File: config.mk
export PLATFORM = sky130hd
export DESIGN_NAME = uart_tx_arbiter
export DESIGN_NICKNAME = d
export VERILOG_FILES = /design/src/rtl/uart_ctrl_pkg.sv /design/src/rtl/rr_arbiter.sv /design/src/rtl/uart_tx_arbiter.sv
export SDC_FILE = /design/constraint.sdc
export NUM_CORES = 1
export LEC_CHECK = 0
export ABC_AREA = 1
export ABC_CLOCK_PERIOD_IN_PS = 2300
export BUFFER_PORTS_ARGS = -buffer_cell sky130_fd_sc_hd__buf_2
export CORE_MARGIN = 3
export CORE_UTILIZATION = 42
export CTS_CLUSTER_DIAMETER = 120
export DETAILED_ROUTE_END_ITERATION = 16
export HOLD_SLACK_MARGIN = 0.08
export PLACE_DENSITY = 0.75
export RECOVER_POWER = 100
export SLEW_MARGIN = 40
export SYNTH_ARGS = -nofsm -noshare
export SYNTH_HDL_FRONTEND = slang
export SYNTH_SLANG_ARGS = --single-unit
File: constraint.sdc
create_clock -name clk -period 2.3 [get_ports clk]
set_input_delay 0.115 -clock clk [delete_from_list [all_inputs] [get_ports clk]]
set_output_delay 0.115 -clock clk [all_outputs]
set_load 0.01 [all_outputs]
File: src/rtl/uart_ctrl_pkg.sv
// Shared controller definitions for the UART/SPI/I2C front-end blocks:
// the common three-state transfer encoding, default byte width and a round-robin helper.
package uart_ctrl_pkg;

    typedef enum logic [1:0] {
        ST_IDLE  = 2'd0,
        ST_START = 2'd1,
        ST_WAIT  = 2'd2
    } ctrl_state_t;

    localparam int DATA_W_DEFAULT = 8;

    // Index following idx in a ring of n entries.
    function automatic int rr_next(input int idx, input int n);
        return (idx + 1 >= n) ? 0 : idx + 1;
    endfunction

endpackage

File: src/rtl/rr_arbiter.sv
// Combinational round-robin picker: first set bit of req at or above ptr, wrapping
// past N_REQ-1 to 0. Produces a one-hot grant plus the winning index.
module rr_arbiter #(
    parameter int N_REQ = 4,
    parameter int PTR_W = $clog2(N_REQ)
) (
    input  logic [N_REQ-1:0] req,
    input  logic [PTR_W-1:0] ptr,
    output logic [N_REQ-1:0] grant,
    output logic [PTR_W-1:0] grant_idx,
    output logic             grant_valid
);

    logic [2*N_REQ-1:0] req_dbl;
    logic [N_REQ-1:0]   req_rot;
    logic [PTR_W-1:0]   offset;
    logic [PTR_W:0]     idx_sum;

    // Doubling the vector lets a plain part-select perform the wrap-around rotation.
    assign req_dbl = {req, req};
    assign req_rot = req_dbl[ptr +: N_REQ];

    always_comb begin
        offset      = '0;
        grant_valid = 1'b0;
        for (int k = N_REQ - 1; k >= 0; k--) begin
            if (req_rot[k]) begin
                offset      = PTR_W'(k);
                grant_valid = 1'b1;
            end
        end
    end

    assign idx_sum   = {1'b0, ptr} + {1'b0, offset};
    assign grant_idx = (idx_sum >= (PTR_W + 1)'(N_REQ))
                     ? PTR_W'(idx_sum - (PTR_W + 1)'(N_REQ))
                     : idx_sum[PTR_W-1:0];

    generate
        for (genvar gi = 0; gi < N_REQ; gi++) begin : g_grant
            assign grant[gi] = grant_valid && (grant_idx == PTR_W'(gi));
        end
    endgenerate

endmodule

File: src/rtl/uart_tx_arbiter.sv
// Round-robin sharing of one UART transmitter between N_REQ byte producers.
// Define UART_TX_TIMEOUT_EN to abort a transfer whose tx_done never arrives.
module uart_tx_arbiter
    import uart_ctrl_pkg::*;
#(
    parameter int N_REQ          = 4,
    parameter int DATA_W         = DATA_W_DEFAULT,
    parameter int TIMEOUT_CYCLES = 200000
) (
    input  logic                    clk,
    input  logic                    rst,
    input  logic [N_REQ-1:0]        req,
    input  logic [N_REQ*DATA_W-1:0] req_data,
    output logic [N_REQ-1:0]        gnt,
    output logic [N_REQ-1:0]        req_done,
    output logic                    tx_start,
    output logic [DATA_W-1:0]       tx_data,
    input  logic                    tx_done,
    output logic                    busy,
    output logic                    timeout_err
);

    localparam int PTR_W = $clog2(N_REQ);

    generate
        if (N_REQ < 2 || TIMEOUT_CYCLES < 1) begin : g_param_check
            $error("uart_tx_arbiter: N_REQ must be >= 2 and TIMEOUT_CYCLES >= 1");
        end
    endgenerate

    ctrl_state_t         state_reg, state_next;
    logic [PTR_W-1:0]    ptr_reg;
    logic [PTR_W-1:0]    owner_reg;
    logic [DATA_W-1:0]   tx_data_reg;
    logic [N_REQ-1:0]    req_done_reg;

    logic [N_REQ-1:0]    arb_grant;
    logic [PTR_W-1:0]    arb_idx;
    logic                arb_valid;
    logic [DATA_W-1:0]   req_bytes [N_REQ];
    logic [DATA_W-1:0]   win_byte;
    logic [N_REQ-1:0]    owner_onehot;
    logic                wait_done;
    logic                wait_exit;
    logic                timeout_hit;

    rr_arbiter #(
        .N_REQ (N_REQ),
        .PTR_W (PTR_W)
    ) u_rr_arbiter (
        .req         (req),
        .ptr         (ptr_reg),
        .grant       (arb_grant),
        .grant_idx   (arb_idx),
        .grant_valid (arb_valid)
    );

    // AND-OR byte mux keyed by the one-hot grant, avoiding a wide variable index.
    generate
        for (genvar gi = 0; gi < N_REQ; gi++) begin : g_lane
            assign req_bytes[gi]    = arb_grant[gi] ? req_data[gi*DATA_W +: DATA_W] : '0;
            assign owner_onehot[gi] = (owner_reg == PTR_W'(gi));
        end
    endgenerate

    always_comb begin
        win_byte = '0;
        for (int k = 0; k < N_REQ; k++) begin
            win_byte = win_byte | req_bytes[k];
        end
    end

`ifdef UART_TX_TIMEOUT_EN
    localparam int CNT_W = $clog2(TIMEOUT_CYCLES + 1);

    logic [CNT_W-1:0] wait_cnt_reg;

    always_ff @(posedge clk) begin
        if (rst) begin
            wait_cnt_reg <= '0;
        end else if (state_reg == ST_START) begin
            wait_cnt_reg <= '0;
        end else if (state_reg == ST_WAIT) begin
            wait_cnt_reg <= wait_cnt_reg + 1'b1;
        end
    end

    // A tx_done arriving on the limit cycle takes precedence over the abort.
    assign timeout_hit = (state_reg == ST_WAIT) && !tx_done
                      && (wait_cnt_reg == CNT_W'(TIMEOUT_CYCLES - 1));
`else
    assign timeout_hit = 1'b0;
`endif

    assign wait_done = (state_reg == ST_WAIT) && tx_done;
    assign wait_exit = wait_done || timeout_hit;

    always_ff @(posedge clk) begin
        if (rst) begin
            state_reg <= ST_IDLE;
        end else begin
            state_reg <= state_next;
        end
    end

    always_comb begin
        state_next = state_reg;
        case (state_reg)
            ST_IDLE:  if (arb_valid) state_next = ST_START;
            ST_START: state_next = ST_WAIT;
            ST_WAIT:  if (wait_exit) state_next = ST_IDLE;
            default:  state_next = ST_IDLE;
        endcase
    end

    always_comb begin
        tx_start = 1'b0;
        gnt      = '0;
        busy     = 1'b1;
        case (state_reg)
            ST_IDLE:  busy = 1'b0;
            ST_START: begin
                tx_start = 1'b1;
                gnt      = owner_onehot;
            end
            default:  ;
        endcase
    end

    always_ff @(posedge clk) begin
        if (rst) begin
            ptr_reg      <= '0;
            owner_reg    <= '0;
            tx_data_reg  <= '0;
            req_done_reg <= '0;
        end else begin
            req_done_reg <= wait_done ? owner_onehot : '0;
            if (state_reg == ST_IDLE && arb_valid) begin
                owner_reg   <= arb_idx;
                tx_data_reg <= win_byte;
            end
            // The owner just served drops to lowest priority, aborted or not.
            if (wait_exit) begin
                ptr_reg <= PTR_W'(rr_next(int'(owner_reg), N_REQ));
            end
        end
    end

    assign tx_data     = tx_data_reg;
    assign req_done    = req_done_reg;
    assign timeout_err = timeout_hit;

endmodule
==> flow_summary_export.csv, run 1 <==
group,metric,value,unit
cells_and_area,diodes,0,
setup_path,cpMostUsedCell,"nand3_1",
cts,cts_root_buf,"clkbuf_4",
cells_and_area,layout-drive-gt1-share,0.325,
cts,clockBufferDepth,2,
cts,clk_latency,0.29,ns
die,start_util,0.458,
setup_path,crit_fanout,15,
setup_path,required,2.49,ns
cells_and_area,final_common_cell,"buf_2",
synth,async_flop_share,0,
cells_and_area,areaGrowthSynthToFinish,23.9,%
placement,dp_hpwl,2310,microns
global_route,grt_pass1_wl,4580,microns
detailed_routing,wirelength,2960,microns
synth,synth_area,1310,sq um
placement,gp_congestion,0.789,
synth,ys_ff_latch,18,
die,die_y,61.8,microns
die,die_area,3820,sq um
timing,rsz0062_at_grt,"no",
global_route,use_met2,0.223,
timing,fin_crit_sh,0.913,
setup_path,crit_arrival,2.28,ns
detailed_routing,drt-initial-drc-count,55,
placement,place_ws,0.0278,ns
synth,synth_area_leader_cell,"dfxtp_1",
job,maxCapViolCount,0,
synth,synth_ff_type,"dfxtp_1",
synth,yosysWarnings,0,
detailed_routing,wl_per_cell,11.2,microns
synth,synthCells,178,
setup_path,crit_path_end_kind,"register",
global_route,grtUsageTotal,0.156,
global_route,antenna_found_initial,0,
die,die_w,61.8,microns
die,row_count,19,
cts,cts_sinks,18,
cells_and_area,final_cell_mix,"37 x buf_2, 28 x nand3_1, 24 x nor2_1",
global_route,grt.overflow.total,0,
timing,slew_headroom,0.551,
timing,fmax,476,MHz
detailed_routing,antenna_left,0,
die,core_area,2850,sq um
detailed_routing,vias,1341,
setup_path,crit_chain,"inv_4 > nand2_2 > nand3_1 > nand2_1 > nand3_1 > a21boi_1 > ha_2 > xor2_2 > buf_4 > nand2_4 > buf_4 > nand4_1 > nand3_1 > nor2_1 > nor2_1",
timing,finalCriticalPeriod,2.10,ns
timing,maxSlewViolCount,0,
power,vdd_drop_max,0.217,mV
timing,tns,0,ns
cells_and_area,utilization,0.567,
global_route,use_met1,0.238,
global_route,grt_max_degree,20,
cells_and_area,largest_register_ffs,8,
hold_path,hold_class,"in2reg",
synth,synth_edf_count,0,
cts,clk_pin_slew,0.10,ns
outcome,status,"complete, no violations",
cells_and_area,nets,280,
power,power.leakage,0.752,nW
cts,cts_max_level,1,
synth,synth_area_leaders,"dfxtp_1 28%, nand3_1 11%, nand4_1 7.2%",
timing,max_slew.worst_pin.slew,0.672,ns
timing,worst_slack,0.201,ns
setup_path,crit_path_top_delay_cell,"dfxtp_4",
global_route,grt_pass1_vias,1060,
synth,synth_cell_types,30,
detailed_routing,drc,0,
synth,syn-num-nets,222,
detailed_routing,firstDrtPassIters,4,
timing,hold_viol_final,0,
setup_path,crit_path_start_kind,"register",
cts,cts_made_buffers,3,
synth,yosys.area.top_type_share,0.276,
power,p_per_area,617,nW/um^2
global_route,grt-busiest-layer,"met1",
timing,skew,0.00892,ns
detailed_routing,via_per_inst,5.06,
setup_path,critPathMaxStageDelay,0.40,ns
setup_path,crit_family,"simple AND/OR/NAND/NOR gates",
global_route,use_met3,0.0186,
timing,setup_viol,0,
die,boundaryPins,58,
cts,tritoncts,"yes",
cts,cts_setup_buffers,0,
setup_path,cp_num_buf_inv,3,
setup_path,critPathKind,"reg2reg",
synth,syn_avg_cell_area,7.34,sq um
placement,numPortBuffers,56,
synth,seq_area_frac_synth,0.276,
-- metrics by stage --
step / cells / power, mW / area, sq um / hold slack [ns]
6_report: 265 / 0.998 / 1620 / 0.104
3_3_place_gp: 261 / 0.853 / 1590 / 0.361
4_1_cts: 265 / 1.01 / 1620 / 0.0988
3_5_place_dp: 261 / 0.856 / 1590 / 0.350
2_1_floorplan: 178 / 0.745 / 1310 / 0.184
5_1_grt: 265 / 1.08 / 1620 / 0.132
-- layout make-up --
type | instances | area [sq um]
inverter | 18 | 72.6
sequential | 18 | 365
multi-input combinational | 134 | 818
clock buffer | 3 | 22.5
tap | 31 | 38.8
timing repair buffer | 61 | 300
fill | 311 | 1230
-- synthesized netlist by cell type, types with 2 or more instances --
master	number
nor2_1	23
nor2_2	2
ha_1	5
nand4_1	15
inv_1	15
inv_2	2
o21ai_0	9
buf_4	3
nand3_2	7
nand2_1	16
nand3_1	28
a21oi_1	4
dfxtp_1	18
nand2_4	4
nand2_2	8
buf_6	2
nor3_1	2
nor2_4	3
-- tightest hold or removal path, cell delays in order --
cell	delay (ns)
buf_2	0.07
inv_1	0.05
nand3_1	0.07
a21oi_1	0.05
-- cell families after synthesis --
| logic type | count (synthesis) | share of synthesized area |
|---|---|---|
| other | 1 | 0.00287 |
| AND/OR/NAND/NOR | 110 | 0.489 |
| flip-flops | 18 | 0.276 |
| adder cells (fa/ha/maj) | 5 | 0.0479 |
| XOR/XNOR | 1 | 0.00671 |
| AO/OA/AOI/OAI | 17 | 0.0709 |
| buffers and inverters | 26 | 0.106 |
-- routing by layer --
metal | up-vias | wire length (microns) | part of all wire
li1 | 712 | - | -
met1 | 579 | 1430 | 0.48
met2 | 50 | 1350 | 0.46
met3 | 0 | 185 | 0.062
met4 | 0 | 0 | 0
met5 | - | 0 | 0
-- power breakdown --
part / leakage [nW] / switching, mW / internal [mW]
Clock: 0.0138 / 0.0940 / 0.0609
Combinational: 0.589 / 0.292 / 0.168
Sequential: 0.149 / 0.0276 / 0.355
-- final timing paths --
| path | cells after the start | endpoint | startpoint | slack [ns] |
|---|---|---|---|---|
| worst max-delay path | 15 | tx_data[7] | ptr_reg[0] | 0.20 |
| worst min-delay path | 4 | state_reg[1] | tx_done | 0.10 |
| worst max register to register | 15 | tx_data[7] | ptr_reg[0] | 0.20 |
| worst min register to register | 2 | state_reg[1] | state_reg[1] | 0.50 |
-- what timing repair did --
item / CTS / global route
hold buffers: 1 / 0
hold endpoints to repair: 4 / 0
endpoints found under the setup margin: 1 / 8
gates resized for setup: 1 / 8
(Power assumes the default switching activity.)
==> run 2: changes to the inputs <==
--- a/config.mk
+++ b/config.mk
@@ -15,7 +15,7 @@
 export HOLD_SLACK_MARGIN = 0.08
 export PLACE_DENSITY = 0.75
 export RECOVER_POWER = 100
-export SLEW_MARGIN = 40
+export SLEW_MARGIN = 20
 export SYNTH_ARGS = -nofsm -noshare
 export SYNTH_HDL_FRONTEND = slang
 export SYNTH_SLANG_ARGS = --single-unit
==> constraint.sdc (replaced) <==
create_clock -name clk -period 2.3 [get_ports clk]
set_input_delay 0.115 -clock clk [delete_from_list [all_inputs] [get_ports clk]]
set_output_delay 0.115 -clock clk [all_outputs]
set_load 0.1 [all_outputs]
==> run 2 against run 1 <==
Worst hold slack lost 0.0061 ns. Via count fell by 0.89%. Wire length fell by 1.7%. Non-clock buffer count is the same. Largest cell class unchanged. Highest routed layer is now met4.
==> flow_summary_export.csv, run 2 (synthesized netlist as in run 1, its figures left out) <==
group,metric,value,unit
setup_path,crit_family,"simple AND/OR/NAND/NOR gates",
cells_and_area,areaGrowthSynthToFinish,25.9,%
hold_path,hold_depth,4,
setup_path,crit_path_start,"ptr_reg[0]",
setup_path,crit_fanout,15,
die,die_y,61.8,microns
power,vdd_drop_max,0.258,mV
cells_and_area,largest_register_ffs,8,
cells_and_area,multi_input_area,828,sq um
timing,finalCriticalPeriod,2.14,ns
global_route,grt_pass1_wl,4490,microns
cells_and_area,layout-drive-gt1-share,0.362,
setup_path,rrSetupSlack,0.16,ns
die,row_count,19,
setup_path,r2r-start,"ptr_reg[0]",
cts,cts_setup_buffers,0,
power,p_per_area,812,nW/um^2
timing,maxSlewViolCount,0,
global_route,grt_pass1_vias,1094,
cts,clk_pin_slew,0.10,ns
timing,fin_crit_sh,0.928,
cells_and_area,diodes,0,
placement,numPortBuffers,56,
setup_path,crit_arrival,2.33,ns
placement,gp_congestion,0.776,
setup_path,critPathMaxStageDelay,0.39,ns
global_route,grt_max_degree,20,
placement,place_ws,0.0488,ns
global_route,grt.overflow.total,0,
timing,rsz0062_at_grt,"no",
cts,cts_root_buf,"clkbuf_4",
hold_path,hp-start,"tx_done",
cts,tritoncts,"yes",
cts,clk_latency,0.29,ns
hold_path,whs_endpoint,"state_reg[1]",
setup_path,crit_path_end_kind,"register",
setup_path,r2r_cells,15,
die,die_area,3820,sq um
die,boundaryPins,58,
detailed_routing,drt-initial-drc-count,46,
cts,cts_sinks,18,
hold_path,hold_class,"in2reg",
setup_path,required,2.49,ns
outcome,status,"complete, no violations",
setup_path,crit_chain,"inv_2 > nand2_2 > nand3_1 > nand2_1 > nand3_1 > a21boi_1 > ha_2 > xor2_2 > buf_4 > nand2_4 > buf_4 > nand4_1 > nand3_1 > nor2_1 > nor2_1",
setup_path,critPathKind,"reg2reg",
die,core_area,2850,sq um
setup_path,cpMostUsedCell,"nand3_1",
detailed_routing,wirelength,2910,microns
cells_and_area,fillers,288,
cells_and_area,seq_area,365,sq um
timing,slew_headroom,0.219,
global_route,grtUsageTotal,0.156,
job,maxCapViolCount,0,
detailed_routing,firstDrtPassIters,4,
placement,placed_cell_area,1600,sq um
cts,cts_made_buffers,3,
setup_path,crit_path_start_kind,"register",
setup_path,crit_path_top_delay_cell,"dfxtp_4",
setup_path,worstReg2RegEnd,"tx_data[2]",
cells_and_area,stdcell_area,1640,sq um
setup_path,cp_num_buf_inv,3,
die,die_w,61.8,microns
detailed_routing,wl_per_cell,11.0,microns
timing,skew,0.00347,ns
detailed_routing,vias,1329,
global_route,antenna_found_initial,0,
cells_and_area,final_common_cell,"buf_2",
die,start_util,0.458,
detailed_routing,drc,0,
timing,setup_viol,0,
cells_and_area,nets,280,
detailed_routing,antenna_left,0,
placement,dp_hpwl,2320,microns
timing,hold_viol_final,0,
detailed_routing,via_per_inst,5.00,
timing,fmax,468,MHz
timing,max_slew.worst_pin.slew,1.18,ns
power,power.leakage,0.771,nW
cts,clockBufferDepth,2,
cts,cts_max_level,1,
power,power,1.33,mW
cells_and_area,final_cell_mix,"37 x buf_2, 28 x nand3_1, 20 x nor2_1",
timing,worst_slack,0.165,ns
[run 2: final cells by class]
class	count	share of cell area
tap	31	0.0236
sequential	18	0.222
inverter	18	0.0426
multi-input combinational	134	0.504
timing repair buffer	61	0.186
clock buffer	4	0.0221
[run 2: timing repair]
| action | CTS | global route |
|---|---|---|
| hold buffers | 1 | 0 |
| gates resized for setup | 0 | 8 |
| hold endpoints to repair | 4 | 0 |
| setup endpoints to repair | 0 | 9 |
[run 2: power by group]
part	switching, mW	internal, mW	total [mW]	leakage (nW)
sequential	0.0262	0.355	0.381	0.149
clock	0.0995	0.0965	0.196	0.0210
combinational	0.588	0.170	0.757	0.601
[run 2: worst reg2reg max path, stage by stage, from the launching register on]
cell and delay (ns):
dfxtp_4 0.39, inv_2 0.08, nand2_2 0.07, nand3_1 0.06, nand2_1 0.11, nand3_1 0.07
a21boi_1 0.14, ha_2 0.21, xor2_2 0.15, buf_4 0.14, nand2_4 0.06, buf_4 0.19
nand4_1 0.10, nand3_1 0.09, nor2_1 0.13, nor2_1 0.05
[run 2: how the worst max path moves through the flow]
stage | endpoint | cells after the start
2_1_floorplan | gnt[0] | 4
3_3_place_gp | tx_data[5] | 16
3_5_place_dp | tx_data[5] | 15
4_1_cts | tx_data[5] | 16
5_1_grt | tx_data[2] | 15
6_report | tx_data[2] | 15
[run 2: per-layer routing]
metal | vias to the layer above | track usage | share of wire
li1 | 717 | - | -
met1 | 561 | 0.209 | 0.47
met2 | 46 | 0.248 | 0.45
met3 | 5 | 0.0310 | 0.066
met4 | 0 | 0.0545 | 0.013
met5 | - | 0 | 0
[run 2: per-stage QoR]
step / setup TNS (ns) / hold slack (ns) / utilization / instances
finish: 0 / 0.0982 / 0.576 / 266
global route: 0 / 0.122 / 0.576 / 266
CTS: 0 / 0.0959 / 0.577 / 266
detailed placement: 0 / 0.351 / 0.561 / 261
global placement: 0 / 0.352 / 0.561 / 261
floorplan: -0.583 / 0.184 / - / 178
==> run 3: changes to the inputs <==
--- a/config.mk
+++ b/config.mk
@@ -5,11 +5,11 @@
 export SDC_FILE = /design/constraint.sdc
 export NUM_CORES = 1
 export LEC_CHECK = 0
-export ABC_AREA = 1
-export ABC_CLOCK_PERIOD_IN_PS = 2300
+export ABC_AREA = 0
+export ABC_CLOCK_PERIOD_IN_PS = 2200
 export BUFFER_PORTS_ARGS = -buffer_cell sky130_fd_sc_hd__buf_2
 export CORE_MARGIN = 3
-export CORE_UTILIZATION = 42
+export CORE_UTILIZATION = 45
 export CTS_CLUSTER_DIAMETER = 120
 export DETAILED_ROUTE_END_ITERATION = 16
 export HOLD_SLACK_MARGIN = 0.08
==> constraint.sdc (replaced) <==
create_clock -name clk -period 2.2 [get_ports clk]
set_input_delay 0.11 -clock clk [delete_from_list [all_inputs] [get_ports clk]]
set_output_delay 0.11 -clock clk [all_outputs]
set_load 0.1 [all_outputs]
==> run 3 against run 2 <==
The flow now finishes with violations (negative setup slack). Clock-buffer cell count shrank 1. Wire length grew 34%. Die area grew 5.3%. Largest cell class unchanged. Via count grew 21%. Maximum frequency shrank 9.5%. Critical path type unchanged. Global-route usage grew 2.5 points. Synthesized area grew 13%. Utilization grew 10 points. Setup slack lost 0.32 ns. Clock skew grew 0.0036 ns. Combinational power shrank 2%. Register-to-register slack lost 0.32 ns.
==> flow_summary_export.csv, run 3 <==
group,metric,value,unit
timing,worst_slack,-0.159,ns
global_route,use_met1,0.228,
global_route,grtUsageTotal,0.181,
cells_and_area,diodes,0,
job,maxCapViolCount,0,
global_route,grt_pass1_vias,1417,
placement,dpl.cell_count,296,
die,die_y,63.4,microns
cts,clockBufferDepth,2,
setup_path,worstReg2RegEnd,"tx_data[7]",
cells_and_area,stdcell_area,2110,sq um
synth,yosys-top-cells-count,"30 x nand2_1, 25 x nor2_1, 18 x dfxtp_1",
placement,placed_cell_area,1940,sq um
timing,skew,0.00711,ns
cells_and_area,largest_register_ffs,8,
synth,synth_ff_type,"dfxtp_1",
detailed_routing,vias,1604,
synth,synth_cell_types,33,
synth,yosys.area.top_type_share,0.243,
global_route,use_met3,0.00713,
cts,cts_sinks,18,
power,vdd_drop_max,0.231,mV
detailed_routing,firstDrtPassIters,4,
setup_path,crit_arrival,2.58,ns
setup_path,crit_end,"tx_data[7]",
die,die_w,63.4,microns
outcome,failed_checks,"negative setup slack",
setup_path,required,2.42,ns
global_route,grt-busiest-layer,"met2",
cts,cts_max_level,1,
synth,yosysWarnings,0,
die,boundaryPins,58,
synth,seq_area_frac_synth,0.243,
cells_and_area,areaGrowthSynthToFinish,42.7,%
synth,syn-num-nets,238,
synth,ys_ff_latch,18,
synth,async_flop_share,0,
power,p_per_area,613,nW/um^2
cts,cts_root_buf,"clkbuf_4",
timing,rsz0062_at_grt,"yes",
die,row_count,20,
detailed_routing,wl_per_cell,12.8,microns
detailed_routing,wirelength,3920,microns
global_route,grt_max_degree,26,
global_route,grt_pass1_wl,6000,microns
timing,maxSlewViolCount,0,
cells_and_area,nets,308,
synth,yosys.cell_count.top_type,"nand2_1",
cts,clk_pin_slew,0.10,ns
setup_path,r2r_cells,9,
setup_path,crit_path_start_kind,"register",
die,start_util,0.477,
synth,syn_avg_cell_area,7.64,sq um
timing,finalCriticalPeriod,2.36,ns
placement,numPortBuffers,56,
global_route,antenna_found_initial,0,
timing,fin_crit_sh,1.07,
setup_path,crit_path_end_kind,"register",
global_route,grt.overflow.total,0,
cells_and_area,layout-drive-gt1-share,0.344,
setup_path,r2r-start,"ptr_reg[0]",
setup_path,crit_path_start,"ptr_reg[0]",
cells_and_area,final_common_cell,"buf_2",
timing,fmax,424,MHz
cells_and_area,layoutNonFillerInstCount,306,
synth,synth_area_leaders,"dfxtp_1 24%, mux2i_1 11%, nand2_1 7.6%",
setup_path,critPathKind,"reg2reg",
global_route,use_met2,0.322,
detailed_routing,drt-initial-drc-count,109,
cts,cts_made_buffers,3,
setup_path,crit_fanout,6,
power,power.leakage,0.969,nW
die,die_area,4020,sq um
cts,tritoncts,"yes",
timing,hold_ws,0.0794,ns
detailed_routing,antenna_left,0,
hold_path,hold_class,"in2reg",
placement,dp_hpwl,2790,microns
timing,hold_viol_final,0,
setup_path,rrSetupSlack,-0.16,ns
timing,slew_headroom,0.219,
synth,synth_edf_count,0,
synth,synthCells,194,
timing,max_slew.worst_pin.slew,1.18,ns
cells_and_area,final_cell_mix,"40 x buf_2, 30 x nand2_1, 24 x nor2_1",
detailed_routing,via_per_inst,5.24,
detailed_routing,drc,0,
synth,synth_area,1480,sq um
timing,tns,-0.995,ns
placement,gp_congestion,0.737,
timing,setup_viol,8,
cts,clk_latency,0.31,ns
outcome,status,"finished, violations left",
die,core_area,3100,sq um
cells_and_area,fillers,271,
synth,synth_area_leader_cell,"dfxtp_1",
==> run 3: worst min path at each step <==
stage,start,to,depth (start not counted)
2_1_floorplan,rst,tx_data[0],1
3_3_place_gp,tx_done,state_reg[1],4
3_5_place_dp,tx_done,state_reg[1],4
4_1_cts,tx_done,state_reg[1],4
5_1_grt,tx_done,state_reg[1],4
6_report,tx_done,state_reg[1],4
==> run 3: critical path, stage by stage (launching register included) <==
cell       delay [ns]
dfxtp_4          0.38
nor2b_4          0.13
a221oi_2         0.28
o21ai_2          0.11
ha_4             0.19
xnor2_4          0.25
xnor2_4          0.18
clkbuf_16        0.19
mux2_4           0.30
a311oi_2         0.26
==> run 3: cell families (layout without fill, tap and decap cells) <==
kind of cell,Yosys count,after routing,synth area share
xor+xnor,3,3,0.0355
simple gates,99,99,0.311
other cells,1,1,0.00253
flops,18,18,0.243
compound gates,25,25,0.134
mux,25,25,0.177
buf+inv,18,86,0.0549
fa+ha+maj,5,5,0.0422
==> run 3: power breakdown <==
part | switching (mW) | internal (mW) | leakage (nW)
registers | 0.0264 | 0.361 | 0.149
logic | 0.501 | 0.240 | 0.806
clock network | 0.103 | 0.0641 | 0.0138
==> run 3: stage by stage <==
| step | utilization | worst slack [ns] | power [mW] |
|---|---|---|---|
| 6_report | 0.681 | -0.159 | 1.30 |
| 5_1_grt | 0.681 | -0.209 | 1.36 |
| 4_1_cts | 0.635 | -0.0511 | 1.25 |
| 3_5_place_dp | 0.624 | -0.0657 | 1.09 |
| 3_3_place_gp | 0.624 | 0.0201 | 1.08 |
| 2_1_floorplan | - | -0.0774 | 0.931 |
==> run 3: layer usage <==
layer | vias up | routed length (microns)
li1 | 810 | -
met1 | 739 | 1710
met2 | 50 | 1950
met3 | 5 | 202
met4 | 0 | 52
met5 | - | 0
==> run 3: area by class of cell <==
type	count	area (sq um)	share of cell area
clock buffer	3	22.5	0.0107
tap	44	55.1	0.0261
sequential	18	364	0.172
inverter	4	15.0	0.00710
multi-input combinational	158	1150	0.545
timing repair buffer	79	504	0.239
==> run 3: what timing repair did <==
item / 4_1_cts / 5_1_grt
pin swaps: 0 / 14
resized for setup: 3 / 28
endpoints found under the hold margin: 0 / 0
setup endpoints to repair: 7 / 8
hold buffers: 0 / 0
gates cloned: 0 / 1
buffers inserted: 0 / 6
